`src/rtl/req_chan_arb.sv`:
```
// req_chan_arb: 4-manager round-robin arbiter for the request channel.
// Winner is registered into a 1-entry output stage; s_src tags origin.
//
// Ports:
//   clk, rst_n          clock, async active-low reset
//   m_valid/m_ready     per-manager request handshake (one-hot ready)
//   m_id/m_addr/m_atop  packed per-manager fields, manager i at slot i
//   s_valid/s_ready     subordinate-side handshake
//   s_id/s_addr/s_atop  registered payload of the held request
//   s_src               index of the manager that issued it
module req_chan_arb #(
  parameter int ID_W   = 4,
  parameter int ADDR_W = 32
) (
  input  logic                clk,
  input  logic                rst_n,
  input  logic [3:0]          m_valid,
  output logic [3:0]          m_ready,
  input  logic [4*ID_W-1:0]   m_id,
  input  logic [4*ADDR_W-1:0] m_addr,
  input  logic [23:0]         m_atop,
  output logic                s_valid,
  input  logic                s_ready,
  output logic [ID_W-1:0]     s_id,
  output logic [ADDR_W-1:0]   s_addr,
  output logic [5:0]          s_atop,
  output logic [1:0]          s_src
);

  logic              out_v_q, out_v_d;
  logic [ID_W-1:0]   out_id_q, out_id_d;
  logic [ADDR_W-1:0] out_addr_q, out_addr_d;
  logic [5:0]        out_atop_q, out_atop_d;
  logic [1:0]        out_src_q, out_src_d;
  logic [1:0]        rr_ptr_q, rr_ptr_d;

  logic       load;
  logic       found;
  logic       grant;
  logic [1:0] win;
  logic [1:0] idx;

  // Stage accepts when empty or draining this cycle.
  assign load = ~out_v_q | s_ready;

  // First valid manager at or after rr_ptr, wrapping mod 4.
  always_comb begin
    found = 1'b0;
    win   = rr_ptr_q;
    idx   = '0;
    for (int j = 0; j < 4; j++) begin
      idx = rr_ptr_q + 2'(j);
      if (!found && m_valid[idx]) begin
        found = 1'b1;
        win   = idx;
      end
    end
  end

  assign grant   = load & found;
  assign m_ready = grant ? (4'b0001 << win) : 4'b0000;

  always_comb begin
    out_v_d    = out_v_q;
    out_id_d   = out_id_q;
    out_addr_d = out_addr_q;
    out_atop_d = out_atop_q;
    out_src_d  = out_src_q;
    rr_ptr_d   = rr_ptr_q;
    if (grant) begin
      out_v_d    = 1'b1;
      out_id_d   = m_id[int'(win)*ID_W +: ID_W];
      out_addr_d = m_addr[int'(win)*ADDR_W +: ADDR_W];
      out_atop_d = m_atop[int'(win)*6 +: 6];
      out_src_d  = win;
      rr_ptr_d   = win + 2'd1;
    end else if (s_ready && out_v_q) begin
      out_v_d = 1'b0;
    end
  end

  always_ff @(posedge clk or negedge rst_n) begin
    if (!rst_n) begin
      out_v_q    <= 1'b0;
      out_id_q   <= '0;
      out_addr_q <= '0;
      out_atop_q <= '0;
      out_src_q  <= '0;
      rr_ptr_q   <= '0;
    end else begin
      out_v_q    <= out_v_d;
      out_id_q   <= out_id_d;
      out_addr_q <= out_addr_d;
      out_atop_q <= out_atop_d;
      out_src_q  <= out_src_d;
      rr_ptr_q   <= rr_ptr_d;
    end
  end

  assign s_valid = out_v_q;
  assign s_id    = out_id_q;
  assign s_addr  = out_addr_q;
  assign s_atop  = out_atop_q;
  assign s_src   = out_src_q;

endmodule

```
`config.mk`:
```
export PLATFORM = sky130hd
export DESIGN_NAME = req_chan_arb
export DESIGN_NICKNAME = d
export VERILOG_FILES = /design/src/rtl/req_chan_arb.sv
export SDC_FILE = /design/constraint.sdc
export NUM_CORES = 1
export LEC_CHECK = 0
export CAP_MARGIN = 25
export CORE_UTILIZATION = 34
export CTS_CLUSTER_DIAMETER = 40
export DETAILED_ROUTE_END_ITERATION = 10
export GPL_TIMING_DRIVEN = 0
export PLACE_DENSITY = 0.83
export SYNTH_ARGS = -nofsm -noshare
export SYNTH_HDL_FRONTEND = slang
export SYNTH_SLANG_ARGS = --single-unit
```
`constraint.sdc`:
```
create_clock -name clk -period 2.1 [get_ports clk]
set_clock_uncertainty 0.05 [all_clocks]
set_input_delay 0.42 -clock clk [delete_from_list [all_inputs] [get_ports clk]]
set_output_delay 0.42 -clock clk [all_outputs]
set_load 0.02 [all_outputs]
```
==> results_dict.tcl <==
set metrics [dict create \
    antenna_cells 0 \
    insertion_delay_ns 0.29 \
    fin_ws_ns -0.02673 \
    antenna_found_initial 0 \
    die-area_mm2 0.008798 \
    worstPathCellList "nand2_2 > a21oi_2 > o221ai_2 > buf_4 > nand2_4 > buf_8 > nor2_4 > buf_6" \
    drt_iter0_markers 72 \
    synth.distinct_cells 23 \
    antenna_left 0 \
    p_clk_share_pct 10.6 \
    reg2reg_from "rr_ptr_q[1]" \
    worst-path-max-fanout 7 \
    hold_class "in2async" \
    grt_pass1_vias 3326 \
    routabilityCongestion 0.8373 \
    core_area_mm2 0.008175 \
    syn_inst 273 \
    synth_area_per_cell_um2 10.50 \
    slew_headroom_pct 58.34 \
    vias 3258 \
    final_cell_mix "214 x clkdlybuf4s50_1, 83 x mux2i_1, 48 x nand2_1" \
    synth_top_area_share_pct 41.05 \
    vias_per_cell 5.213 \
    layout.nets 694 \
    setup_viol 4 \
    cts-buffers-inserted 5 \
    crit_slowest_cell "dfrtp_2" \
    r2r_slack_ns 0.08 \
    outcome "complete, but fails checks" \
    wire_per_inst_um 17.61 \
    cts_tree "done" \
    dpl.hpwl_mm 8.278 \
    synthSimpleGateAreaFrac_pct 8.690 \
    syn-cell-area_mm2 0.002865 \
    cpPeakStageDelay_ns 0.47 \
    synth_warnings 0 \
    synth.area.mux_share_pct 29.34 \
    synth_top_family_by_area "multiplexers" \
    synthTopCellsByArea "dfrtp_1 41%, mux2i_1 29%, o221ai_1 13%" \
    maxCapViolations 0 \
    leakagePower_nw 2.432 \
    cts.sinks 47 \
    grt-ovfl-total 0 \
    finalNonFillerCells 625 \
    drive_above_1_share_pct 13.65 \
    min_period_over_period_pct 101.3 \
    io_pins 224 \
    cp.arrival_ns 1.66 \
    startpoint_type "flop" \
    switching_share_pct 39.23 \
    synth-seq-cells 47 \
    crit_type "reg2out" \
    ff2ff_path_depth 7 \
    port_buffers 223 \
    grt_max_degree 26 \
    finalHoldViolCount 0 \
    min_period_ns 2.127 \
    routed_wl_mm 11.01 \
    root_buffer "clkbuf_8" \
    clock.fmax_mhz 470.2 \
    synth_fp_nets 448 \
    drc 0 \
    ys_seq_area_share_pct 41.05 \
    die_x_um 93.80 \
    synthAdderAreaFrac_pct 0 \
    path_clk_slew_ns 0.09 \
    totalNegativeSetupSlack_ns -0.08164 \
    layout-area-overhead-vs-synth_pct 96.99 \
    drt-pass1-iter-count 4 \
    die_h_um 93.80 \
    pwr_density_cell_mw_per_mm2 1005 \
    place_inst 602 \
    violations "setup timing" \
    fill_cells 626 \
    synth_top_area_cell "dfrtp_1" \
    slew_violations 0 \
    p_int_mw 3.449 \
    synth_compound_area_share_pct 15.28 \
    power_frac_seq_pct 26.5 \
    r2r-end "s_addr[3]" \
    p_switching_mw 2.226 \
    rsz0062_at_grt "true" \
    grt_pass1_wl_mm 16.72 \
    synth-xor-area-share_pct 0.3057 \
    rows 33 \
    grtUsageTotal_pct 24.51 \
    p_comb_share_pct 62.9 \
    clockBufferDepth 2 \
    start_util_pct 35.05 \
    htreeDepth 2 \
    ir_drop_mv 0.4470 \
    worstPathRequired_ns 1.63 \
    mostFrequentLayoutCell "clkdlybuf4s50_1" \
    crit_path_end_kind "output port" \
    crit_start "rr_ptr_q[1]" \
    worstMarginPinSlew_ns 0.6249 \
]
registers in the layout, summed over array words and instances (netlist names):
name / count
s_addr: 32
s_atop: 6
s_id: 4
rr_ptr_q: 2
s_src: 2
s_valid: 1
how the worst max path moves through the flow:
| stage | to | slack [ns] | cells after the start |
|---|---|---|---|
| finish | m_ready[2] | -0.03 | 8 |
| global route | m_ready[0] | -0.10 | 8 |
| CTS | m_ready[1] | -0.07 | 8 |
| detailed placement | m_ready[0] | -1.31 | 8 |
| global placement | m_ready[0] | -1.26 | 7 |
| floorplan | m_ready[0] | 0.02 | 6 |
power groups by stage:
stage	Sequential (mW)	Combinational (mW)	Clock [mW]
6_report	1.51	3.57	0.602
2_1_floorplan	1.93	1.33	0
3_3_place_gp	1.48	3.19	0
4_1_cts	1.49	3.49	0.613
5_1_grt	1.55	3.77	0.666
3_5_place_dp	1.51	3.22	0
worst max-delay path, delay by kind of cell (launching register included):
family	cells	cell delay, ns
flip-flops	1	0.47
buffers and inverters	3	0.43
AO/OA/AOI/OAI	2	0.24
AND/OR/NAND/NOR	3	0.22
routing by layer:
| metal | share of wire [%] | global-route usage, % | wire [um] | up-vias |
|---|---|---|---|---|
| li1 | - | - | - | 1523 |
| met1 | 40 | 29.69 | 4397 | 1592 |
| met2 | 53 | 43.86 | 5821 | 128 |
| met3 | 5.5 | 5.097 | 607 | 15 |
| met4 | 1.7 | 6.282 | 183 | 0 |
| met5 | 0 | 0 | 0 | - |
repair_timing:
action | 4_1_cts | 5_1_grt
buffers inserted | 12 | 4
gates resized for setup | 67 | 23
hold buffers | 0 | 0
pin swaps | 7 | 9
endpoints found under the setup margin | 50 | 38
layout make-up:
| type | instances | area [um^2] | area share [%] |
|---|---|---|---|
| Sequential cell | 47 | 1179 | 20.88 |
| Timing Repair Buffer | 240 | 2372 | 42.03 |
| Clock buffer | 8 | 100.1 | 1.773 |
| Multi-Input combinational cell | 200 | 1655 | 29.33 |
| Buffer | 22 | 190.2 | 3.370 |
| Tap cell | 105 | 131.4 | 2.328 |
| Inverter | 3 | 16.27 | 0.2882 |
metrics by stage:
step           area [um^2]  util (%)  power [mW]  worst slack (ns)  hold slack (ns)
2_1_floorplan         2875         -       3.257           0.01596          0.07441
3_3_place_gp          5239     64.08       4.666            -1.255           0.4092
3_5_place_dp          5261     64.36       4.729            -1.312           0.4192
4_1_cts               5589     68.37       5.593          -0.07413           0.1002
5_1_grt               5644     69.04       5.984           -0.1007           0.1089
6_report              5644     69.04       5.675          -0.02673          0.08333
cell usage after synthesis:
library cell  number
nand2_1           50
buf_1              1
a21o_1             1
mux2i_1           84
o21a_1             1
a21oi_1            3
buf_4              4
dfrtp_1           47
o221ai_1          43
buf_8              2
xor2_1             1
buf_6              1
nor3_1             1
nor2b_1            3
o21ai_0            4
a2111o_1           1
nand2b_1           1
clkbuf_1           7
nor4_1             1
nor2_1             5
inv_1              3
nand2_2            1
buf_2              8
cells by family (layout without fill, tap and decap cells):
group,Yosys count,in the layout
mux,84,84
simple gates,62,62
compound gates,53,53
flops,47,47
buf+inv,26,273
xor+xnor,1,1
Power figures use the tool's default switching activity.
